$ cat config.mk
export PLATFORM = sky130hd
export DESIGN_NAME = uart_cmd_decoder_flat
export DESIGN_NICKNAME = d
export VERILOG_FILES = /design/src/rtl/uart_cmd_decoder_if.sv /design/src/rtl/uart_cmd_decoder.sv /design/src/flat_wrapper.sv
export SDC_FILE = /design/constraint.sdc
export NUM_CORES = 1
export LEC_CHECK = 0
export CELL_PAD_IN_SITES_DETAIL_PLACEMENT = 0
export CELL_PAD_IN_SITES_GLOBAL_PLACEMENT = 1
export CORE_UTILIZATION = 49
export CTS_CLUSTER_DIAMETER = 100
export DETAILED_ROUTE_END_ITERATION = 10
export GPL_TIMING_DRIVEN = 0
export PLACE_DENSITY = 0.95
export SLEW_MARGIN = 20
export SYNTH_ARGS = -nofsm -noshare
export SYNTH_HDL_FRONTEND = slang
export SYNTH_SLANG_ARGS = --single-unit
$ cat constraint.sdc
create_clock -name clk -period 15.78 [get_ports clk]
set_clock_uncertainty 0.05 [all_clocks]
set_input_delay 1.578 -clock clk [delete_from_list [all_inputs] [get_ports clk]]
set_output_delay 1.578 -clock clk [all_outputs]
set_load 0.005 [all_outputs]
$ cat src/rtl/uart_cmd_decoder_if.sv
// ---------------------------------------------------------------------------
// uart_cmd_decoder_if
// Bundles the host serial pins, the receive/transmit status pulses and the
// decoded register outputs of uart_cmd_decoder into one interface.
//   rx_i / tx_o               : host UART pins (both idle high)
//   rx_done_tick_o, rx_data_o : byte-received pulse and last received byte
//   tx_done_tick_o            : end of the echo frame
//   output_pattern_o .. cmd_o : decoded registers for the pattern channels
//   done_tick_o               : one-cycle pulse when a command completes
// Modports:
//   master : the host / pattern-core side (drives rx_i, observes the rest)
//   slave  : the decoder itself
// ---------------------------------------------------------------------------
interface uart_cmd_decoder_if #(
   parameter int DATA_BIT = 32
);
   logic                rx_i;
   logic                tx_o;
   logic                rx_done_tick_o;
   logic [7:0]          rx_data_o;
   logic                tx_done_tick_o;
   logic [DATA_BIT-1:0] output_pattern_o;
   logic [DATA_BIT-1:0] freq_pattern_o;
   logic [7:0]          sel_out_o;
   logic [1:0]          mode_o;
   logic                enable_o;
   logic                stop_o;
   logic                idle_o;
   logic [7:0]          slow_period_o;
   logic [7:0]          fast_period_o;
   logic [7:0]          repeat_o;
   logic [7:0]          cmd_o;
   logic                done_tick_o;

   modport master (
      output rx_i,
      input  tx_o, rx_done_tick_o, rx_data_o, tx_done_tick_o,
             output_pattern_o, freq_pattern_o, sel_out_o, mode_o,
             enable_o, stop_o, idle_o, slow_period_o, fast_period_o,
             repeat_o, cmd_o, done_tick_o
   );

   modport slave (
      input  rx_i,
      output tx_o, rx_done_tick_o, rx_data_o, tx_done_tick_o,
             output_pattern_o, freq_pattern_o, sel_out_o, mode_o,
             enable_o, stop_o, idle_o, slow_period_o, fast_period_o,
             repeat_o, cmd_o, done_tick_o
   );
endinterface

$ cat src/rtl/uart_cmd_decoder.sv
// ---------------------------------------------------------------------------
// uart_cmd_decoder
// 8N1 UART receiver with byte echo on tx_o, followed by a command decoder
// that turns DATA/FREQ/PERIOD/CTRL/REPEAT packets into register outputs for
// the downstream pattern-generator channels.
// Ports:
//   clk   : system clock, rising edge
//   rst_n : asynchronous reset, active HIGH despite the legacy name
//   bus   : uart_cmd_decoder_if.slave (serial pins, status pulses, registers)
// Optional build macro:
//   UART_CMD_TIMEOUT_EN : abort a packet if no byte arrives for 320 baud
//                         ticks (20 bit periods) while waiting for payload.
// ---------------------------------------------------------------------------
module uart_cmd_decoder #(
   parameter int SYS_CLK   = 50000000,
   parameter int BAUD_RATE = 115200,
   parameter int DATA_BIT  = 32,
   parameter int PACK_NUM  = 4,
   parameter int STOP_BIT  = 1
) (
   input logic               clk,
   input logic               rst_n,
   uart_cmd_decoder_if.slave bus
);
   // Rounded divider so the 16x oversampling tick is as close as possible.
   localparam int BAUD_DIV   = (SYS_CLK + 8 * BAUD_RATE) / (16 * BAUD_RATE);
   localparam int DIV_W      = (BAUD_DIV > 1) ? $clog2(BAUD_DIV) : 1;
   localparam int STOP_TICKS = STOP_BIT * 16;

   localparam logic [1:0] RX_IDLE = 2'd0, RX_START = 2'd1, RX_DATA = 2'd2, RX_STOP = 2'd3;
   localparam logic [1:0] TX_IDLE = 2'd0, TX_START = 2'd1, TX_DATA = 2'd2, TX_STOP = 2'd3;
   localparam logic [0:0] DEC_IDLE = 1'b0, DEC_PAYLOAD = 1'b1;

   localparam logic [7:0] CMD_DATA = 8'h01, CMD_FREQ = 8'h02, CMD_PERIOD = 8'h03;
   localparam logic [7:0] CMD_CTRL = 8'h04, CMD_REPEAT = 8'h05;
   localparam logic [7:0] DATA_LEN = 8'(PACK_NUM + 1);
   localparam logic [7:0] FREQ_LEN = 8'(PACK_NUM);

   logic [DIV_W-1:0]    baud_cnt;
   logic                tick;
   logic                rx_meta, rx_sync, rx_prev;
   logic [1:0]          rx_state;
   logic [7:0]          rx_scnt;
   logic [2:0]          rx_ncnt;
   logic [7:0]          rx_shift, rx_data;
   logic                rx_done;
   logic [1:0]          tx_state;
   logic [7:0]          tx_scnt;
   logic [2:0]          tx_ncnt;
   logic [7:0]          tx_shift;
   logic                tx_line, tx_done;
   logic [0:0]          dec_state;
   logic [7:0]          cmd_reg, len_reg, byte_cnt, sh_first;
   logic [DATA_BIT-9:0] sh_data;
   logic                cmd_valid;
   logic [7:0]          cmd_len;
   logic [DATA_BIT-1:0] pattern, freq;
   logic [7:0]          sel, slow, fast, rep, cmd_out;
   logic [1:0]          mode;
   logic                enable, stop, idle, done_tick;
`ifdef UART_CMD_TIMEOUT_EN
   logic [8:0]          idle_cnt;
`endif

   // Free-running baud divider; tick is a one-clock strobe at 16x baud.
   always_ff @(posedge clk or posedge rst_n) begin
      if (rst_n) begin
         baud_cnt <= '0;
         tick     <= 1'b0;
      end else if (baud_cnt == DIV_W'(BAUD_DIV - 1)) begin
         baud_cnt <= '0;
         tick     <= 1'b1;
      end else begin
         baud_cnt <= baud_cnt + 1'b1;
         tick     <= 1'b0;
      end
   end

   // Two-flop synchronizer plus one extra stage to see the start-bit edge.
   always_ff @(posedge clk or posedge rst_n) begin
      if (rst_n) begin
         rx_meta <= 1'b1;
         rx_sync <= 1'b1;
         rx_prev <= 1'b1;
      end else begin
         rx_meta <= bus.rx_i;
         rx_sync <= rx_meta;
         rx_prev <= rx_sync;
      end
   end

   // Receiver: start bit is re-checked at mid-bit to reject glitches, data is
   // sampled at mid-bit LSB first; the stop bit is not checked.
   always_ff @(posedge clk or posedge rst_n) begin
      if (rst_n) begin
         rx_state <= RX_IDLE;
         rx_scnt  <= '0;
         rx_ncnt  <= '0;
         rx_shift <= '0;
         rx_data  <= '0;
         rx_done  <= 1'b0;
      end else begin
         rx_done <= 1'b0;
         case (rx_state)
            RX_IDLE: begin
               if (rx_prev && !rx_sync) begin
                  rx_state <= RX_START;
                  rx_scnt  <= '0;
               end
            end
            RX_START: begin
               if (tick) begin
                  if (rx_scnt == 8'd7) begin
                     rx_scnt  <= '0;
                     rx_ncnt  <= '0;
                     rx_state <= rx_sync ? RX_IDLE : RX_DATA;
                  end else begin
                     rx_scnt <= rx_scnt + 8'd1;
                  end
               end
            end
            RX_DATA: begin
               if (tick) begin
                  if (rx_scnt == 8'd15) begin
                     rx_scnt  <= '0;
                     rx_shift <= {rx_sync, rx_shift[7:1]};
                     if (rx_ncnt == 3'd7) rx_state <= RX_STOP;
                     else                 rx_ncnt  <= rx_ncnt + 3'd1;
                  end else begin
                     rx_scnt <= rx_scnt + 8'd1;
                  end
               end
            end
            default: begin
               if (tick) begin
                  if (rx_scnt == 8'(STOP_TICKS - 1)) begin
                     rx_state <= RX_IDLE;
                     rx_done  <= 1'b1;
                     rx_data  <= rx_shift;
                  end else begin
                     rx_scnt <= rx_scnt + 8'd1;
                  end
               end
            end
         endcase
      end
   end

   // Echo transmitter: a received byte is only taken when TX is idle, so a
   // byte arriving mid-frame is silently dropped.
   always_ff @(posedge clk or posedge rst_n) begin
      if (rst_n) begin
         tx_state <= TX_IDLE;
         tx_scnt  <= '0;
         tx_ncnt  <= '0;
         tx_shift <= '0;
         tx_line  <= 1'b1;
         tx_done  <= 1'b0;
      end else begin
         tx_done <= 1'b0;
         case (tx_state)
            TX_IDLE: begin
               if (rx_done) begin
                  tx_shift <= rx_data;
                  tx_line  <= 1'b0;
                  tx_scnt  <= '0;
                  tx_state <= TX_START;
               end
            end
            TX_START: begin
               if (tick) begin
                  if (tx_scnt == 8'd15) begin
                     tx_scnt  <= '0;
                     tx_ncnt  <= '0;
                     tx_line  <= tx_shift[0];
                     tx_state <= TX_DATA;
                  end else begin
                     tx_scnt <= tx_scnt + 8'd1;
                  end
               end
            end
            TX_DATA: begin
               if (tick) begin
                  if (tx_scnt == 8'd15) begin
                     tx_scnt  <= '0;
                     tx_shift <= {1'b0, tx_shift[7:1]};
                     if (tx_ncnt == 3'd7) begin
                        tx_line  <= 1'b1;
                        tx_state <= TX_STOP;
                     end else begin
                        tx_ncnt <= tx_ncnt + 3'd1;
                        tx_line <= tx_shift[1];
                     end
                  end else begin
                     tx_scnt <= tx_scnt + 8'd1;
                  end
               end
            end
            default: begin
               if (tick) begin
                  if (tx_scnt == 8'(STOP_TICKS - 1)) begin
                     tx_state <= TX_IDLE;
                     tx_done  <= 1'b1;
                  end else begin
                     tx_scnt <= tx_scnt + 8'd1;
                  end
               end
            end
         endcase
      end
   end

   // Payload length (bytes after the command code) for a candidate command.
   always_comb begin
      cmd_valid = 1'b1;
      cmd_len   = 8'd2;
      case (rx_data)
         CMD_DATA:                         cmd_len = DATA_LEN;
         CMD_FREQ:                         cmd_len = FREQ_LEN;
         CMD_PERIOD, CMD_CTRL, CMD_REPEAT: cmd_len = 8'd2;
         default:                          cmd_valid = 1'b0;
      endcase
   end

   // Command decoder. Payload bytes collect in shadow registers: the first
   // payload byte in sh_first, every byte shifted in from the top of sh_data
   // so multi-byte patterns end up LSB-byte-first. Outputs change only on the
   // final byte, so a partial or aborted packet leaves them untouched.
   always_ff @(posedge clk or posedge rst_n) begin
      if (rst_n) begin
         dec_state <= DEC_IDLE;
         cmd_reg   <= '0;
         len_reg   <= '0;
         byte_cnt  <= '0;
         sh_first  <= '0;
         sh_data   <= '0;
         pattern   <= '0;
         freq      <= '0;
         sel       <= '0;
         mode      <= '0;
         enable    <= 1'b0;
         stop      <= 1'b0;
         idle      <= 1'b0;
         slow      <= '0;
         fast      <= '0;
         rep       <= '0;
         cmd_out   <= '0;
         done_tick <= 1'b0;
`ifdef UART_CMD_TIMEOUT_EN
         idle_cnt  <= '0;
`endif
      end else begin
         done_tick <= 1'b0;
         if (dec_state == DEC_IDLE) begin
            if (rx_done && cmd_valid) begin
               cmd_reg   <= rx_data;
               len_reg   <= cmd_len;
               byte_cnt  <= '0;
               dec_state <= DEC_PAYLOAD;
`ifdef UART_CMD_TIMEOUT_EN
               idle_cnt  <= '0;
`endif
            end
         end else if (rx_done) begin
`ifdef UART_CMD_TIMEOUT_EN
            idle_cnt <= '0;
`endif
            byte_cnt <= byte_cnt + 8'd1;
            sh_data  <= {rx_data, sh_data[DATA_BIT-9:8]};
            if (byte_cnt == 8'd0) sh_first <= rx_data;
            if (byte_cnt == len_reg - 8'd1) begin
               case (cmd_reg)
                  CMD_DATA: begin
                     sel     <= sh_first;
                     pattern <= {rx_data, sh_data};
                  end
                  CMD_FREQ: freq <= {rx_data, sh_data};
                  CMD_PERIOD: begin
                     slow <= sh_first;
                     fast <= rx_data;
                  end
                  CMD_CTRL: begin
                     sel    <= sh_first;
                     enable <= rx_data[0];
                     mode   <= rx_data[2:1];
                     idle   <= rx_data[3];
                     stop   <= rx_data[4];
                  end
                  default: begin
                     sel <= sh_first;
                     rep <= rx_data;
                  end
               endcase
               cmd_out   <= cmd_reg;
               done_tick <= 1'b1;
               dec_state <= DEC_IDLE;
            end
`ifdef UART_CMD_TIMEOUT_EN
         end else if (tick) begin
            if (idle_cnt == 9'd319) dec_state <= DEC_IDLE;
            else                    idle_cnt  <= idle_cnt + 9'd1;
`endif
         end
      end
   end

   assign bus.tx_o             = tx_line;
   assign bus.rx_done_tick_o   = rx_done;
   assign bus.rx_data_o        = rx_data;
   assign bus.tx_done_tick_o   = tx_done;
   assign bus.output_pattern_o = pattern;
   assign bus.freq_pattern_o   = freq;
   assign bus.sel_out_o        = sel;
   assign bus.mode_o           = mode;
   assign bus.enable_o         = enable;
   assign bus.stop_o           = stop;
   assign bus.idle_o           = idle;
   assign bus.slow_period_o    = slow;
   assign bus.fast_period_o    = fast;
   assign bus.repeat_o         = rep;
   assign bus.cmd_o            = cmd_out;
   assign bus.done_tick_o      = done_tick;
endmodule

$ cat src/flat_wrapper.sv
// flat-port wrapper written by rule: the top's interface ports become plain ports
module uart_cmd_decoder_flat 
#(
   parameter int SYS_CLK   = 50000000,
   parameter int BAUD_RATE = 115200,
   parameter int DATA_BIT  = 32,
   parameter int PACK_NUM  = 4,
   parameter int STOP_BIT  = 1
)
  (clk, rst_n, bus_rx_i, bus_tx_o, bus_rx_done_tick_o, bus_rx_data_o, bus_tx_done_tick_o, bus_output_pattern_o, bus_freq_pattern_o, bus_sel_out_o, bus_mode_o, bus_enable_o, bus_stop_o, bus_idle_o, bus_slow_period_o, bus_fast_period_o, bus_repeat_o, bus_cmd_o, bus_done_tick_o);
  uart_cmd_decoder_if #(.DATA_BIT(DATA_BIT)) bus_i ();
  input logic clk;
  input logic rst_n;
  input wire logic [$bits(bus_i.rx_i)-1:0] bus_rx_i;
  output wire logic [$bits(bus_i.tx_o)-1:0] bus_tx_o;
  output wire logic [$bits(bus_i.rx_done_tick_o)-1:0] bus_rx_done_tick_o;
  output wire logic [$bits(bus_i.rx_data_o)-1:0] bus_rx_data_o;
  output wire logic [$bits(bus_i.tx_done_tick_o)-1:0] bus_tx_done_tick_o;
  output wire logic [$bits(bus_i.output_pattern_o)-1:0] bus_output_pattern_o;
  output wire logic [$bits(bus_i.freq_pattern_o)-1:0] bus_freq_pattern_o;
  output wire logic [$bits(bus_i.sel_out_o)-1:0] bus_sel_out_o;
  output wire logic [$bits(bus_i.mode_o)-1:0] bus_mode_o;
  output wire logic [$bits(bus_i.enable_o)-1:0] bus_enable_o;
  output wire logic [$bits(bus_i.stop_o)-1:0] bus_stop_o;
  output wire logic [$bits(bus_i.idle_o)-1:0] bus_idle_o;
  output wire logic [$bits(bus_i.slow_period_o)-1:0] bus_slow_period_o;
  output wire logic [$bits(bus_i.fast_period_o)-1:0] bus_fast_period_o;
  output wire logic [$bits(bus_i.repeat_o)-1:0] bus_repeat_o;
  output wire logic [$bits(bus_i.cmd_o)-1:0] bus_cmd_o;
  output wire logic [$bits(bus_i.done_tick_o)-1:0] bus_done_tick_o;
  assign bus_i.rx_i = bus_rx_i;
  assign bus_tx_o = bus_i.tx_o;
  assign bus_rx_done_tick_o = bus_i.rx_done_tick_o;
  assign bus_rx_data_o = bus_i.rx_data_o;
  assign bus_tx_done_tick_o = bus_i.tx_done_tick_o;
  assign bus_output_pattern_o = bus_i.output_pattern_o;
  assign bus_freq_pattern_o = bus_i.freq_pattern_o;
  assign bus_sel_out_o = bus_i.sel_out_o;
  assign bus_mode_o = bus_i.mode_o;
  assign bus_enable_o = bus_i.enable_o;
  assign bus_stop_o = bus_i.stop_o;
  assign bus_idle_o = bus_i.idle_o;
  assign bus_slow_period_o = bus_i.slow_period_o;
  assign bus_fast_period_o = bus_i.fast_period_o;
  assign bus_repeat_o = bus_i.repeat_o;
  assign bus_cmd_o = bus_i.cmd_o;
  assign bus_done_tick_o = bus_i.done_tick_o;
  uart_cmd_decoder #(.SYS_CLK(SYS_CLK), .BAUD_RATE(BAUD_RATE), .DATA_BIT(DATA_BIT), .PACK_NUM(PACK_NUM), .STOP_BIT(STOP_BIT)) u_core (.clk(clk), .rst_n(rst_n), .bus(bus_i));
endmodule
* After elaboration in Yosys (flattened, before gate mapping)
Cells that the tools add are included.
** Storage, ports and cells
- Output and inout bits :: 121
- Logic and storage cells :: 202
- Input port bits :: 3
- Flip-flop bits (word level) :: 229
** Operators by class
- Bitwise operators :: 4
- Mux-type cells :: 76
- Add/sub/neg operators :: 7
- Eq/ne operators :: 38
- Reduce and logical (&&, ||, !) cells :: 42
** Operator list (number)
- $mux 8 :: 18
- $mux 2 :: 17
- $eq 8x2->1 const B :: 4
- $eq 8x3->1 const B :: 4
- $pmux 8 s2 :: 2
- $reduce_and 4->1 :: 8
- $mux 3 :: 10
- $ne 2x1->1 const B :: 14
- $add 8x1->8 const B :: 3
- $pmux 8 s3 :: 1
- $mux 1 :: 21
- $pmux 3 s2 :: 3
- $reduce_and 6->1 :: 3
- $eq 8x1->1 const B :: 2
- $eq 8x4->1 const B :: 2
- $reduce_and 8->1 :: 2
- $reduce_bool 2->1 :: 7
- $pmux 2 s3 :: 2
- $reduce_and 3->1 :: 4
- $eq 8x8->1 :: 1
- $logic_not 8->1 :: 1
- $sub 8x1->8 const B :: 1
- $add 3x1->3 const B :: 2
- $eq 3x3->1 const B :: 2
- other kinds (20) :: 33

* Depth between registers and ports, before layout
Gate-level depths: netlist of run 1.
- Depth after elaboration :: 6
- Depth in mapped cells :: 10
- Mapped depth without buffers :: 8

* Worst setup path before layout of run 1
OpenSTA, ideal clock, no wires.
- Path type :: register -> register
- Start :: register u_core.len_reg[0]
- End :: register u_core.freq[0], in the netlist u_core.bus.freq_pattern_o[0]
- Arrival :: 2550 ps
- Period minus slack after synthesis :: 2725 ps
- Data required time :: 15605 ps
- Setup slack :: 13055 ps
- Cell stages (with the launch flop) :: 11
- Cells stage by stage :: dfrtp_1 > inv_1 > ha_1 > ha_1 > or3_4 > a211oi_2 > nand2_2 > or4_1 > buf_6 > buf_12 > mux2_4
** Between the ends
- Longest elaborated chain between the ends :: 3
** RTL lines
- start: declaration :: RTL line uart_cmd_decoder.sv:53 : logic [7:0] cmd_reg, len_reg, byte_cnt, sh_first;
- start signal: assignment :: RTL line uart_cmd_decoder.sv:257 : len_reg <= cmd_len;
- $sub 8x1->8 :: RTL line uart_cmd_decoder.sv:271 : if (byte_cnt == len_reg - 8'd1) begin
- $eq 8x8->1 :: RTL line uart_cmd_decoder.sv:271
- $reduce_and 4->1 (no source line)
- end signal: assignment :: RTL line uart_cmd_decoder.sv:277 : CMD_FREQ: freq <= {rx_data, sh_data};
- end: declaration :: RTL line uart_cmd_decoder.sv:57 : logic [DATA_BIT-1:0] pattern, freq;
Every way passes these cells.
A chain may end at the register's enable or synchronous reset.

* Worst setup path in the final report of run 1
- Start :: register u_core.rx_data[6], in the netlist u_core.bus.rx_data_o[6]
- End :: output port bus_rx_data_o[6]
** RTL lines
- start: declaration :: RTL line uart_cmd_decoder.sv:45 : logic [7:0] rx_shift, rx_data;
- start signal: assignment :: RTL line uart_cmd_decoder.sv:139 : rx_data <= rx_shift;
- end: declaration :: RTL line flat_wrapper.sv:17 : output wire logic [$bits(bus_i.rx_data_o)-1:0] bus_rx_data_o;
No word-level cell between the ends.

==> metrics.md, run 1 <==
| Metric | Value |
|---|---|
| Via count of the routed design | 6048 |
| Ports | 124 |
| Drt wl/cell | 18.1 um |
| Switching share of total power | 0.215 |
| MaxCap Viol Count | 0 |
| Final-report hold violation count | 0 |
| Slowest-stage cell, CP | dfrtp_1 |
| DR DRC count | 0 |
| Final non-filler cell total | 1127 |
| Achievable frequency | 292 MHz |
| First-pass iteration count of the detailed router | 6 |
| Root Driver | clkbuf_16 |
| Hold EP | u_core.rx_sync |
| Clock Power Share | 0.468 |
| Initial antenna violation count | 0 |
| Post-synth EDFFs | 0 |
| Power Dens Cells | 100 nW/um2 |
| Worst Reg-to-Reg Cells | 9 |
| Synth top area share | 0.574 |
| Design Area, Final | 12000 um2 |
| Most frequent cell after synthesis | dfrtp_1 |
| Main area contributors after synthesis | dfrtp_1 57%, mux2_2 16%, mux2_4 4.7% |
| CP Cell Sequence | clkdlybuf4s50_1 |
| Worst r2r src | u_core.len_reg[0] |
| Min Clock Period, post-route | 3.43 ns |
| Post-synth top cells | 220 x dfrtp_1, 134 x mux2_2, 37 x nor2_1 |
| Dpl ws | 12.57 ns |
| Post-Place Cells | 1089 |
| Starting Density | 0.506 |
| GPL Wtd Cong | 0.774 |
| PnR worst setup slack | 12.35 ns |
| GRT overflow | 0 |
| Fillers | 1455 |
| Vias per inst | 5.37 |
| Port bufs | 123 |
| Startpoint Class | flip-flop |
| Syn_area_per_cell | 13.6 um2 |
| Die span in y | 142 um |
| Req. time, crit path | 14.15 ns |
| Placed cell areas | 11200 um2 |
| CTS sink count | 224 |
| Critical path endpoint category | output pin |
| Synth area leader | dfrtp_1 |
| Flop-to-flop setup slack | 12.51 ns |
| Final-stage net count | 873 |
| Hold path depth | 0 |
| First-pass GRT wire length | 33500 um |
| Vias in the first global route | 6143 |
| Final setup violation count | 0 |
| CP bufs+invs | 1 |
| Worst Path Arrival | 1.80 ns |
| Worst-path clk slew | 0.06 ns |
| Main flop type after synthesis | dfrtp_1 |
| Remaining antenna violation count | 0 |
| Combinational Power Share | 0.048 |
| Drt total wl | 20400 um |
| Yosys Warn Count | 0 |
| DR iter-0 viols | 215 |
| Synthesis-stage register bit count | 224 |
| Internal power | 945 uW |
| Pin count of the biggest net entering global routing | 82 |
| Diode count | 0 |
| Status | complete, no violations |
| Total track usage | 0.213 |
| Area grow syn2layout | 25.2% |
| Cts hold-fix bufs | 0 |
| Post-DP HPWL | 14000 um |
| RSZ-0062 raised after global routing | no |
| Clk Latency, worst-skew pair | 0.51 ns |
| P_sw | 259 uW |
| Syn Std Cell Area | 9590 um2 |
| Resized cells post-CTS | 0 |
| Tcrit/Tclk final | 0.217 |
| Layout cells sized above 1 | 0.261 |
| H-Tree Depth | 1 |
| Seq/Total Area, Yosys | 0.585 |
| CP max stage delay | 0.68 ns |
| CTS tree | built |
| Slew margin rel. | 0.449 |
| Critical path type | flip-flop to output pin |
| Final Hold Slack | 0.307 ns |
| Count of pins over their slew limit | 0 |
| Reg-to-Reg End | u_core.bus.fast_period_o[0] |
| Slew @ Worst Pin | 0.819 ns |
| Setup Buffers After CTS | 0 |
| Die ar. | 20100 um2 |
| Post-Synthesis Cells | 704 |
| Setup TNS | 0 ns |
| FFs w/ async S/R, synth | 1.00 |
| Min-delay src | u_core.rx_meta |
| Count of different cell masters after synthesis | 57 |
| Leakage | 5.80 nW |
| Core Footprint | 19000 um2 |
| Clock buffer depth | 3 |
| TritonCTS buffer count | 23 |
| Die W | 142 um |
| Rows | 50 |
| Min-Delay Path Class | flip-flop to flip-flop |
| Max IR drop VDD | 0.0992 mV |
| Seq pwr share | 0.484 |
| Crit-path leading delay family | flip-flops |
| Worst-path fanout max | 10 |
| Syn Nets | 723 |
layer usage:
layer | global-route usage | vias up | wire length [um]
met2 | 0.347 | 156 | 9760
met5 | 0 | - | 0
li1 | - | 2827 | -
met4 | 0.0560 | 0 | 370
met3 | 0.0432 | 21 | 1120
met1 | 0.292 | 3044 | 9150
metrics by stage:
step / utilization / power, mW
6_report: 0.633 / 1.20
2_1_floorplan: - / 0.639
5_1_grt: 0.633 / 1.25
4_1_cts: 0.633 / 1.22
3_5_place_dp: 0.591 / 0.652
3_3_place_gp: 0.588 / 0.650
cell usage in the layout (no fill, tap or decap), types with 17 or more instances in the layout:
master and instances:
mux2_4 30, clkbuf_1 23, o21ai_0 27, nor2_1 37, clkdlybuf4s50_1 123, a21oi_1 17, nand3_1 17, mux2_2 134
clkbuf_16 23, nand2_1 26, dfrtp_1 220
cells by family after synthesis:
group / after synthesis / share of synthesized area
flops: 224 / 0.585
mux: 172 / 0.213
buf+inv: 50 / 0.0307
fa+ha+maj: 16 / 0.0209
xor+xnor: 15 / 0.0137
simple gates: 145 / 0.0797
compound gates: 82 / 0.0570
worst max path at each step:
stage | start | to | slack [ns] | cells after the start
after floorplan | rst_n | u_core.baud_cnt[0] | 8.02 | 1
after global placement | rst_n | u_core.bus.freq_pattern_o[2] | 5.28 | 2
after detailed placement | u_core.len_reg[0] | u_core.bus.slow_period_o[1] | 12.57 | 9
after CTS | u_core.bus.rx_data_o[6] | bus_rx_data_o[6] | 12.31 | 1
after global routing | u_core.bus.rx_data_o[6] | bus_rx_data_o[6] | 12.29 | 1
final | u_core.bus.rx_data_o[6] | bus_rx_data_o[6] | 12.35 | 1
layout make-up:
type | count | area, um2 | share of cell area
plain buffers | 33 | 230 | 0.0192
clock buffers | 32 | 669 | 0.0558
clock inverters | 6 | 124 | 0.0103
inverters | 17 | 71.3 | 0.00594
multi-input cells | 430 | 3680 | 0.307
flip-flops and latches | 224 | 5610 | 0.468
well taps | 260 | 325 | 0.0271
repair buffers | 125 | 1290 | 0.107
power groups by stage:
stage / clock, mW / sequential, mW / combinational [mW]
after CTS: 0.575 / 0.584 / 0.0587
after floorplan: 0 / 0.594 / 0.0452
after detailed placement: 0 / 0.594 / 0.0583
after global routing: 0.599 / 0.584 / 0.0677
final: 0.563 / 0.584 / 0.0579
after global placement: 0 / 0.594 / 0.0561
Power figures use the tool's default switching activity.
==> run 2, diff against run 1 <==
- CORE_UTILIZATION: 49 -> 45
- PLACE_DENSITY: 0.95 -> 0.89
- clock period: 15.78 -> 3.5 ns (I/O delays scaled with it)
==> run 2 against run 1 <==
Power rose to 4.5 times the previous value; first-iteration DRC count rose by 27%; clock power rose to 4.4 times the previous value; cell area rose by 1.1%; wire length rose by 3.0%; register-to-register slack got worse by 12 ns; largest cell class unchanged.
==> metrics.md, run 2 (synthesis results as in run 1) <==
| Metric | Value |
|---|---|
| Count of pins over their slew limit | 0 (unchanged) |
| Root Driver | clkbuf_16 |
| Initial antenna violation count | 0 (unchanged) |
| Die span in y | 148 um (+4.3%) |
| Achievable frequency | 315 MHz |
| Total power | 5.39 mW (+350%) |
| Port bufs | 123 (unchanged) |
| Drt total wl | 21000 um (+3.0%) |
| H-Tree Depth | 1 (unchanged) |
| Max IR drop VDD | 0.346 mV (+250%) |
| Layout cells sized above 1 | 0.267 (+0.00615) |
| Slew margin rel. | 0.334 (-0.115) |
| Reg-to-Reg End | u_core.bus.slow_period_o[6] |
| GR Layer Usage met3 | 0.0324 (-0.0108) |
| Hold path depth | 1 (+1) |
| Hold EP | u_core.rx_meta |
| Grt met2 use | 0.331 (-0.0162) |
| Clk Latency, worst-skew pair | 0.52 ns (about the same) |
| Die ar. | 21900 um2 (+8.8%) |
| CTS sink count | 224 (unchanged) |
| TritonCTS buffer count | 24 (+4.3%) |
| Worst r2r src | u_core.len_reg[0] |
| Worst-path fanout max | 10 (unchanged) |
| Worst Reg-to-Reg Cells | 9 (unchanged) |
| Remaining antenna violation count | 0 (unchanged) |
| Setup Buffers After CTS | 0 (unchanged) |
| First-pass iteration count of the detailed router | 5 (-1) |
| Vias in the first global route | 6200 (+0.93%) |
| Diode count | 0 (unchanged) |
| GPL Wtd Cong | 0.763 (-1.4%) |
| Via count of the routed design | 6153 (+1.7%) |
| Slew @ Worst Pin | 0.997 ns (+0.179 ns) |
| Critical path type | flip-flop to flip-flop |
| Final-report hold violation count | 0 (unchanged) |
| Ports | 124 (unchanged) |
| Most common library cell in the layout ignoring fill and taps | dfrtp_1 |
| Pin count of the biggest net entering global routing | 32 (-61%) |
| Worst Path Arrival | 3.52 ns (+1.72 ns) |
| Rows | 53 (+6.0%) |
| Drt wl/cell | 18.2 um (+0.75%) |
| Grt peak-use layer | met2 |
| DR DRC count | 0 (unchanged) |
| Clock buffer depth | 3 (unchanged) |
| Final-stage net count | 880 (+0.80%) |
| Total track usage | 0.198 (-0.0153) |
| Power Dens Cells | 445 nW/um2 (+340%) |
| Worst-path clk slew | 0.06 ns (about the same) |
| Starting Density | 0.457 (-0.0483) |
| MaxCap Viol Count | 0 (unchanged) |
| Fillers | 1679 (+15%) |
| Post-DP HPWL | 14700 um (+5.2%) |
| Area grow syn2layout | 26.5% |
| Req. time, crit path | 3.84 ns (-10.31 ns) |
| Min-delay src | bus_rx_i |
| DR iter-0 viols | 273 (+27%) |
| Die W | 148 um (+4.3%) |
| Tcrit/Tclk final | 0.908 |
| Status | complete, no violations |
| CTS tree | built |
| Min Clock Period, post-route | 3.18 ns |
| Leakage | 5.85 nW (+0.85%) |
| Vias per inst | 5.34 (-0.47%) |
| Final setup violation count | 0 (unchanged) |
| Min-Delay Path Class | input port to flip-flop |
| First-pass GRT wire length | 34100 um (+2.0%) |
| Core Util, Final | 0.579 (-0.0544) |
| Startpoint Class | flip-flop |
| Core Footprint | 21000 um2 (+11%) |
| Most frequent cells in the layout | 220 x dfrtp_1, 134 x mux2_2, 123 x clkdlybuf4s50_1, 37 x nor2_1, 30 x mux2_4 |
| Setup TNS | 0 ns (unchanged) |
| Critical path endpoint category | flip-flop |
| Resized cells post-CTS | 0 (unchanged) |
| Flop-to-flop setup slack | 0.32 ns (-12.19 ns) |
| RSZ-0062 raised after global routing | no |
| GRT overflow | 0 (unchanged) |
| GR met1 Demand/Resource | 0.269 (-0.0235) |
| Cts hold-fix bufs | 0 (unchanged) |
[run 2: power by group]
part,leakage (nW),switching [mW],internal [mW]
combinational,2.37,0.180,0.104
sequential,3.10,0.0179,2.61
clock,0.386,1.01,1.46
total,5.85,1.21,4.18
[run 2: critical path, cell delays in order, from the launching register on]
cell      delay (ns)
dfrtp_1         0.41
inv_1           0.06
ha_1            0.19
ha_1            0.18
or3_4           0.32
a211oi_2        0.27
nand2_2         0.12
nor3_2          0.68
buf_2           0.38
mux2_2          0.37
[run 2: layout make-up]
cell class | instances | area, um2 | share of cell area
clock buffers | 35 | 702 | 0.0579
inverters | 17 | 67.6 | 0.00557
repair buffers | 131 | 1410 | 0.117
well taps | 275 | 344 | 0.0284
multi-input cells | 430 | 3680 | 0.304
clock inverters | 7 | 75.1 | 0.00619
plain buffers | 33 | 230 | 0.0190
flip-flops and latches | 224 | 5610 | 0.463
[run 2: how the worst max path moves through the flow]
stage,end,startpoint,cells after the start,slack (ns)
2_1_floorplan,u_core.baud_cnt[0],rst_n,1,0.18
3_3_place_gp,u_core.bus.freq_pattern_o[2],rst_n,2,-1.50
3_5_place_dp,u_core.bus.slow_period_o[6],u_core.len_reg[0],9,0.31
4_1_cts,u_core.bus.slow_period_o[6],u_core.len_reg[0],9,0.31
5_1_grt,u_core.bus.slow_period_o[6],u_core.len_reg[0],9,0.18
6_report,u_core.bus.slow_period_o[6],u_core.len_reg[0],9,0.32
[run 2: per-layer routing]
metal,vias to the layer above,routed length [um]
li1,2835,-
met3,34,1080
met1,3129,9190
met2,155,10300
met5,-,0
met4,0,385
[run 2: stage by stage]
stage	hold WS (ns)	cell area (um2)	setup slack [ns]	cells
floorplan	0.295	9590	0.179	704
global placement	0.296	11200	-1.50	1102
detailed placement	0.299	11300	0.309	1110
CTS	0.178	12100	0.305	1152
global route	0.180	12100	0.184	1152
finish	0.192	12100	0.322	1152
